**src/rtl/div.sv**
```systemverilog
// div: sequential signed restoring divider producing MIPS-style quotient (LO) and remainder (HI)
module div #(
  parameter int DATA_W = 32
) (
  input  logic              clk,
  input  logic              reset,
  input  logic [DATA_W-1:0] RegAOut,
  input  logic [DATA_W-1:0] RegBOut,
  input  logic              DivCtrl,
  output logic [DATA_W-1:0] HI,
  output logic [DATA_W-1:0] LO,
  output logic              DivDone,
  output logic              DivZero,
  output logic              DivBusy
);
  localparam int CW = $clog2(DATA_W);
  typedef enum logic [1:0] {IDLE, RUN, FIX} state_t;
  state_t state, state_n;
  logic              sa, sb, start, zero_req, last;
  logic [DATA_W-1:0] b_abs, r, q, rs;
  logic [DATA_W:0]   t;
  logic [CW-1:0]     cnt;
  assign start    = state == IDLE && DivCtrl && RegBOut != '0;
  assign zero_req = state == IDLE && DivCtrl && RegBOut == '0;
  assign last     = cnt == CW'(DATA_W - 1);
  assign DivBusy  = state != IDLE;
  // Next state plus the trial subtraction of the shifted remainder
  always_comb begin
    rs = {r[DATA_W-2:0], q[DATA_W-1]};
    t = {r, q[DATA_W-1]} - {1'b0, b_abs};
    state_n = start ? RUN : state == RUN ? (last ? FIX : RUN) : IDLE;
  end
  // State register
  always_ff @(posedge clk) begin
    if (!reset) state <= IDLE;
    else state <= state_n;
  end
  // Operand capture, one quotient bit per RUN cycle, sign fix-up and result pulses
  always_ff @(posedge clk) begin
    if (!reset) begin
      {sa, sb, b_abs, r, q, cnt} <= '0;
      {HI, LO, DivDone, DivZero} <= '0;
    end else begin
      DivDone <= state == FIX;
      DivZero <= zero_req;
      if (start) begin
        sa    <= RegAOut[DATA_W-1];
        sb    <= RegBOut[DATA_W-1];
        q     <= RegAOut[DATA_W-1] ? -RegAOut : RegAOut;
        b_abs <= RegBOut[DATA_W-1] ? -RegBOut : RegBOut;
        r     <= '0;
        cnt   <= '0;
      end
      if (state == RUN) begin
        r   <= t[DATA_W] ? rs : t[DATA_W-1:0];
        q   <= {q[DATA_W-2:0], ~t[DATA_W]};
        cnt <= cnt + 1'b1;
      end
      if (state == FIX) begin
        LO <= (sa ^ sb) ? -q : q;
        HI <= sa ? -r : r;
      end
    end
  end
endmodule

```
**config.mk**
```make
export PLATFORM = sky130hd
export DESIGN_NAME = div
export DESIGN_NICKNAME = d
export VERILOG_FILES = /design/src/rtl/div.sv
export SDC_FILE = /design/constraint.sdc
export NUM_CORES = 1
export LEC_CHECK = 0
export CELL_PAD_IN_SITES_DETAIL_PLACEMENT = 1
export CELL_PAD_IN_SITES_GLOBAL_PLACEMENT = 1
export CORE_UTILIZATION = 46
export DETAILED_ROUTE_END_ITERATION = 7
export GPL_TIMING_DRIVEN = 0
export MAX_ROUTING_LAYER = met4
export PLACE_DENSITY_LB_ADDON = 0.1
export SYNTH_ARGS = -nofsm -noshare
export SYNTH_HDL_FRONTEND = slang
export SYNTH_SLANG_ARGS = --single-unit
```
**constraint.sdc**
```tcl
create_clock -name clk -period 7.8 [get_ports clk]
set_clock_uncertainty 0.05 [all_clocks]
set_input_delay 1.17 -clock clk [delete_from_list [all_inputs] [get_ports clk]]
set_output_delay 1.17 -clock clk [all_outputs]
set_load 0.01 [all_outputs]
```
==> results of run 1 <==
## registers in the layout (all words and copies together), names as in the netlist
signal	cells
r	32
q	32
cnt	5
state	2
HI	32
sb	1
sa	1
b_abs	32
DivDone	1
LO	32
DivZero	1
## per-layer routing
metal	part of all wire (%)	routed length, um	global-route usage, %	vias to the layer above
met2	45	16610	49.19	315
met5	0	0	-	-
met1	47	17320	42.59	5276
li1	-	-	-	5087
met3	5.9	2151	4.778	43
met4	1.8	674	8.870	0
## critical path, cell delays in order
cell,delay (ns)
clkdlybuf4s50_1,0.50
or4_1,0.58
or3_1,0.37
nor3_1,0.44
nand2_1,0.11
o21a_1,0.21
o21bai_1,0.40
and2_1,0.19
buf_2,0.28
buf_1,0.51
nand2_1,0.14
o211ai_1,0.13
## power breakdown
| group | internal [mW] | switching [mW] | total, mW |
|---|---|---|---|
| combinational | 0.181 | 0.273 | 0.455 |
| clock | 0.447 | 0.408 | 0.855 |
| sequential | 0.904 | 0.0364 | 0.940 |
| total | 1.53 | 0.717 | 2.25 |
## per-stage QoR
| stage | power [mW] | hold WS (ns) | worst slack, ns |
|---|---|---|---|
| floorplan | 1.239 | 0.3910 | 3.976 |
| global placement | 1.384 | 0.3895 | 2.748 |
| finish | 2.250 | 0.4115 | 3.079 |
| CTS | 2.246 | 0.4203 | 3.144 |
| detailed placement | 1.400 | 0.4032 | 2.671 |
| global route | 2.332 | 0.4511 | 2.817 |
## cells by family after synthesis
kind of cell / Yosys count
compound gates: 389
xor+xnor: 142
fa+ha+maj: 39
flops: 171
buf+inv: 130
mux: 30
simple gates: 427
## worst paths after layout
path | to | slack, ns | cells after the start | start
max | r[26] | 3.08 | 12 | RegBOut[18]
min reg2reg | LO[29] | 0.41 | 2 | LO[29]
min | LO[29] | 0.41 | 2 | LO[29]
max reg2reg | r[30] | 3.69 | 12 | r[6]
## placed cells by master, fill, tap and decap left out, types with 14 or more instances in the layout
master             n
clkbuf_16         17
nor2_1            38
clkbuf_1          66
xnor2_1           43
nand3_1           18
dfxtp_1          171
ha_1              38
or3_1             15
nor2b_1           28
inv_1             52
o211a_1           73
nand2_1          221
o211ai_1          20
nor3_1            18
o31ai_1           33
a21boi_0          22
a21oi_1           57
xor2_1            98
clkdlybuf4s50_1  133
o21ai_0          102
mux2i_1           29
and3_1            14
## final cells by class
| cell class | instances | area (sq um) |
|---|---|---|
| Clock inverter | 13 | 133.9 |
| Multi-Input combinational cell | 1027 | 6943 |
| Buffer | 78 | 321.6 |
| Inverter | 52 | 195.2 |
| Timing Repair Buffer | 133 | 1331 |
| Sequential cell | 171 | 3423 |
| Clock buffer | 18 | 429.2 |
| Antenna cell | 1 | 2.502 |
| Fill cell | 2762 | 9744 |
| Tap cell | 313 | 391.6 |
==> results.toml, run 1 <==
[clocking]
htree_levels = 4
cts.sinks = 171
tritoncts = "built"
clk_pin_slew_ns = 0.07
clock_path_buffers = 2
cts_setup_buffers = 0
hold_buffers = 0
numCtsBuffers = 17
clk-insertion-delay-late_ns = 0.44
post_cts_resize_count = 0
cts-root-buf = "clkbuf_16"

[global_route]
grt_pass1_wl_um = 58190
antenna_found_initial = 1
overflow = 0
track_usage_pct = 31.67
grt_max_degree = 17
grt_pass1_vias = 10790

[route]
antenna_left = 0
drt-initial-drc-count = 732
drc = 0
viasPerCell = 5.936
wl_um = 36760
vias = 10720
first_pass_iters = 8
post_drt_wl_per_cell_um = 20.35

[die]
core_sq_um = 22920
start_util_pct = 47.49
die_h_um = 155.8
die_x_um = 155.8
rows = 55
die-area_sq_um = 24280
ios = 134

[finish]
layout.cells.non_filler = 1806
areaGrowthSynthToFinish_pct = 21.03
final_cell_area_sq_um = 13170
utilization_pct = 57.48
layout.nets = 1586
drive_above_1_share_pct = 3.753

[timing]
layout_min_cycle_time_ns = 4.721
hold_violations = 0
fmax_ghz = 0.2118
rsz0062_at_grt = "false"
slew_headroom_pct = 37.90
slew_violations = 0
period_share_pct = 60.53
setup_viol = 0
tns_ns = 0
worstMarginPinSlew_ns = 0.9315

[synthesis]
synth_top_family_by_area = "compound AO/OA/AOI/OAI gates"
synth_most_common_cell = "nand2_1"
synthMuxAreaShare_pct = 2.771
synth_top_area_cell = "dfxtp_1"
yosys_warnings = 0
ys_seq_elements = 171
netlist_instances = 1328
seq_area_frac_synth_pct = 31.46
synth_flop_cell = "dfxtp_1"
avgSynthCellArea_sq_um = 8.195
synthSimpleGateAreaFrac_pct = 19.03
synth-edff-count = 0
synth_top_area_share_pct = 31.46
synthAdderAreaFrac_pct = 4.553
synthesis.nets = 1434
ys_top_cells_by_area = "dfxtp_1 (31%), xor2_1 (7.9%), nand2_1 (7.6%)"
ys_top_cells_by_count = "nand2_1 (221), dfxtp_1 (171), o21ai_0 (102)"
synth_compound_area_share_pct = 25.95
postSynth.asyncResetShare_pct = 0
syn_area_sq_um = 10880
synth_xor_area_share_pct = 11.50
yosysUniqueCellTypes = 68

[setup_path]
arrival_ns = 5.02
worstPathRequired_ns = 8.10
critPathKind = "in -> reg"
crit_path_end_kind = "flop"
start_kind = "primary input"
worst-path-max-fanout = 10

[power]
power_leakage_nw = 5.712
vdd_drop_max_mv = 0.1339
power_density_nw_per_um2 = 170.8

[placed_design]
post_dp_cell_area_sq_um = 12610
hpwl_um = 27850
io_buffers = 133
dp_cells = 1774
place_congestion = 0.9485

[run]
cap_viol_max_count = 0

[outcome]
status = "finished clean"

[min_path]
hp-class = "reg -> reg"
Power figures use the tool's default switching activity.
==> run 2, diff against run 1 <==
CORE_UTILIZATION = 38   (was 46)
clock period = 4.3 ns   (was 7.8 ns; I/O delays follow)
==> results.toml, run 2 (synthesis results as in run 1) <==
[die]
die_x_um = 171.2
ios = 134
die-area_sq_um = 29320
start_util_pct = 38.85
rows = 61
die_h_um = 171.2
core_sq_um = 28010

[global_route]
grt_pass1_wl_um = 57480
grt_pass1_vias = 10370
track_usage_pct = 26.12
overflow = 0
antenna_found_initial = 1
grt_max_degree = 17

[finish]
final-seq-area_sq_um = 3423
layout.nets = 1586
multi_input_area_sq_um = 6963
n_fill_cell = 3389
layout_common_cells = "nand2_1 (221), dfxtp_1 (171), clkdlybuf4s50_1 (133)"
antenna_cells = 0
drive_above_1_share_pct = 3.887
areaGrowthSynthToFinish_pct = 21.97
final_common_cell = "nand2_1"

[placed_design]
io_buffers = 133
preCtsSetupSlack_ns = -0.3389
hpwl_um = 28560
place_congestion = 0.9212

[route]
viasPerCell = 5.598
antenna_left = 0
post_drt_wl_per_cell_um = 19.39
wl_um = 36260
first_pass_iters = 5
vias = 10470
drc = 0
drt-initial-drc-count = 643

[power]
p_sw_mw = 1.266
p_sw_share_pct = 31.30
p_clk_share_pct = 37.7
vdd_drop_max_mv = 0.2504
p_int_mw = 2.778
power.total_mw = 4.044
combPwrFrac_pct = 20.2
power_density_nw_per_um2 = 304.7
power_leakage_nw = 5.729
sequentialPowerShare_pct = 42.1

[setup_path]
rrSetupSlack_ns = 0.34
critPathKind = "in -> reg"
worst-path-max-fanout = 10
worstPathRequired_ns = 4.60
crit_path_end_kind = "flop"
start_kind = "primary input"
arrival_ns = 4.31

[timing]
worstMarginPinSlew_ns = 1.018
slew_violations = 0
slew_headroom_pct = 32.11
setup_viol = 0
layout_setup_ws_ns = 0.2874
period_share_pct = 93.32
layout_min_cycle_time_ns = 4.013
fmax_ghz = 0.2492
hold_violations = 0
rsz0062_at_grt = "false"

[clocking]
htree_levels = 4
hold_buffers = 0
cts_setup_buffers = 0
clk-insertion-delay-late_ns = 0.43
cts-root-buf = "clkbuf_16"
numCtsBuffers = 17
post_cts_resize_count = 0
tritoncts = "built"
clock_path_buffers = 2
clk_pin_slew_ns = 0.07
cts.sinks = 171

[outcome]
status = "finished clean"

[min_path]
hp-class = "reg -> reg"

[run]
cap_viol_max_count = 0
run 2: cell type report:
type | instances | area share [%]
plain buffers | 78 | 2.441
clock buffers | 18 | 3.233
clock inverters | 13 | 1.018
inverters | 52 | 1.470
multi-input cells | 1027 | 52.46
flip-flops and latches | 171 | 25.79
well taps | 378 | 3.563
repair buffers | 133 | 10.03
run 2: metal layers:
| layer | wire length (um) | share of wire (%) | GRT usage [%] |
|---|---|---|---|
| met3 | 1413 | 3.9 | 2.968 |
| met5 | 0 | 0 | - |
| met4 | 425 | 1.2 | 5.474 |
| met1 | 18370 | 51 | 36.95 |
| met2 | 16050 | 44 | 39.82 |
run 2: final timing paths:
path / startpoint / endpoint / cells past startpoint
worst max-delay path: RegBOut[18] / r[24] / 12
worst min-delay path: HI[27] / HI[27] / 2
worst max register to register: r[6] / r[30] / 12
worst min register to register: HI[27] / HI[27] / 2
run 2: worst max-delay path: stages:
cell and delay, ns:
clkdlybuf4s50_1 0.47, or4_1 0.58, or3_1 0.37, nor3_1 0.46, nand2_1 0.11, o21a_1 0.22, o21bai_1 0.43, and2_1 0.19
buf_2 0.27, clkbuf_1 0.40, nand2_1 0.09, o21ai_0 0.07
run 2: power groups by stage:
stage                     Clock [mW]  Combinational, mW  Sequential, mW
after CTS                       1.56              0.810            1.70
after global routing            1.62              0.903            1.71
after global placement             0              0.789            1.73
final                           1.53              0.817            1.70
after detailed placement           0              0.804            1.74
after floorplan                    0              0.531            1.72
run 2: metrics by stage:
step	hold slack [ns]	util (%)	setup TNS, ns	area (sq um)	std cells
after floorplan	0.3910	-	0	10880	1328
after global placement	0.3938	45.29	-6.387	12690	1839
after global routing	0.4406	47.39	0	13270	1870
after detailed placement	0.3998	45.29	-7.112	12690	1839
after CTS	0.4155	47.31	0	13250	1870
final	0.4086	47.39	0	13270	1870
==> run 3, diff against run 2 <==
ABC_AREA = 1   (was not set)
CORE_MARGIN = 2   (was not set)
CORE_UTILIZATION = 36   (was 38)
SLEW_MARGIN = 20   (was not set)
==> results.toml, run 3 <==
[synthesis]
avgSynthCellArea_sq_um = 6.057
synthSimpleGateAreaFrac_pct = 33.64
netlist_instances = 2037
yosys_warnings = 0
synth_top_area_share_pct = 27.75
synthMuxAreaShare_pct = 0
synth_xor_area_share_pct = 5.750
yosysUniqueCellTypes = 50
ys_top_cells_by_area = "dfxtp_1 (28%), nand2_1 (17%), inv_1 (9.3%)"
ys_seq_elements = 171
seq_area_frac_synth_pct = 27.75
synth_top_area_cell = "dfxtp_1"
synthesis.nets = 2143
synth_flop_cell = "dfxtp_1"
ys_top_cells_by_count = "nand2_1 (553), inv_1 (306), nor2_1 (204)"
postSynth.asyncResetShare_pct = 0
synth-edff-count = 0
syn_area_sq_um = 12340
synth_compound_area_share_pct = 16.49
synth_most_common_cell = "nand2_1"
synth_top_family_by_area = "simple AND/OR/NAND/NOR gates"
synthAdderAreaFrac_pct = 4.016

[clocking]
hold_buffers = 0
numCtsBuffers = 17
post_cts_resize_count = 0
tritoncts = "built"
clock_path_buffers = 2
cts-root-buf = "clkbuf_16"
cts.sinks = 171
clk_pin_slew_ns = 0.09
htree_levels = 4
cts_setup_buffers = 0
clk-insertion-delay-late_ns = 0.45

[setup_path]
path_buf_inv = 3
rrSetupSlack_ns = 1.31
crit_path_end_kind = "flop"
slowest_delay_ns = 0.51
start_kind = "flop"
worstPathRequired_ns = 4.55
cpMaxStageDelayCell = "dfxtp_1"
cp_top_family = "simple AND/OR/NAND/NOR gates"
critPathKind = "reg -> reg"
cpMostUsedCell = "nand2_1"
arrival_ns = 3.23
worst-path-max-fanout = 10
path_cells = "inv_1 > ha_1 > fa_1 > inv_1 > nand2_1 > nand2_1 > nand3_1 > nand2_2 > nand2_1 > nand2_2 > nand2_2 > nand2_1 > nand2_1 > nand2_2 > buf_2 > nand2_1 > nand3_1 > a21oi_1"

[timing]
fmax_ghz = 0.3347
rsz0062_at_grt = "false"
slew_violations = 0
tns_ns = 0
slew_headroom_pct = 36.61
hold_violations = 0
period_share_pct = 69.48
worstMarginPinSlew_ns = 0.9509
layout_min_cycle_time_ns = 2.988
setup_viol = 0
whs_ns = 0.4339

[global_route]
grt_pass1_wl_um = 79470
grt_pass1_vias = 14110
grt_max_degree = 20
antenna_found_initial = 0
overflow = 0
track_usage_pct = 29.46

[finish]
antenna_cells = 0
final_common_cell = "nand2_1"
layout_common_cells = "nand2_1 (553), inv_1 (306), nor2_1 (204)"
drive_above_1_share_pct = 4.316
areaGrowthSynthToFinish_pct = 20.20
layout.nets = 2294

[route]
viasPerCell = 5.205
drc = 0
vias = 13790
first_pass_iters = 5
antenna_left = 0
post_drt_wl_per_cell_um = 19.15
wl_um = 50740
drt-initial-drc-count = 720

[placed_design]
place_congestion = 0.9336
io_buffers = 132
hpwl_um = 41480

[die]
start_util_pct = 36.70
core_sq_um = 33620
die_h_um = 189.1
die-area_sq_um = 35770
rows = 67
die_x_um = 189.1
ios = 134

[run]
cap_viol_max_count = 0

[power]
power_density_nw_per_um2 = 719.5
power_leakage_nw = 7.037
vdd_drop_max_mv = 0.5089

[min_path]
hp-class = "reg -> reg"

[outcome]
status = "finished clean"
-- run 3: cell count changes in the layout (fill, tap and decap cells not counted), moves of 72 or more --
cell / before / now
o211a_1: 73 / 1
nand3_1: 18 / 138
nor2_1: 38 / 204
nand2_1: 221 / 553
a21oi_1: 57 / 173
inv_1: 52 / 306
-- run 3: cell type report --
cell class                      instances  area [sq um]
Inverter                              310          1169
Timing Repair Buffer                  132          1321
Multi-Input combinational cell       1481          7390
Buffer                                 75         356.6
Clock inverter                         15         185.2
Sequential cell                       171          3423
Clock buffer                           17         425.4
Tap cell                              448         560.5
Fill cell                            4536         18790
-- run 3: metrics by stage --
stage | instances | cell area (sq um) | setup slack [ns] | utilization (%) | total power, mW
2_1_floorplan | 2037 | 12340 | 2.048 | - | 6.982
3_3_place_gp | 2617 | 14220 | 1.178 | 42.30 | 8.886
3_5_place_dp | 2617 | 14220 | 1.160 | 42.30 | 9.055
4_1_cts | 2649 | 14830 | 1.331 | 44.12 | 10.67
5_1_grt | 2649 | 14830 | 1.041 | 44.12 | 11.68
6_report | 2649 | 14830 | 1.312 | 44.12 | 10.67
-- run 3: tightest hold or removal path, delay by kind of cell, from the launching register on --
family / cells / cell delay, ns
AOI/OAI and AO/OA: 1 / 0.06
DFF: 1 / 0.31
and+or+nand+nor: 1 / 0.06
-- run 3: final timing paths --
kind | startpoint | endpoint | cells past startpoint
setup / recovery | q[31] | r[28] | 18
hold / removal | cnt[4] | cnt[4] | 2
setup reg to reg | q[31] | r[28] | 18
hold reg to reg | cnt[4] | cnt[4] | 2
-- run 3: cell families (layout without fill, tap and decap cells) --
logic type,Yosys count,in the layout
simple gates,992,992
compound gates,369,369
xor+xnor,81,81
flops,171,171
fa+ha+maj,39,39
buf+inv,385,549
-- run 3: layer usage --
metal | global-route usage, % | part of all wire (%) | up-vias
li1 | - | - | 6796
met1 | 37.98 | 47 | 6654
met2 | 49.86 | 48 | 296
met3 | 2.743 | 3.5 | 41
met4 | 6.821 | 1.6 | 0
met5 | - | 0 | -
-- run 3: report_power, final --
group | switching (mW) | leakage [nW] | internal [mW]
Clock | 0.808 | 0.289 | 0.788
Sequential | 0.344 | 1.39 | 1.77
Combinational | 4.68 | 5.36 | 2.27
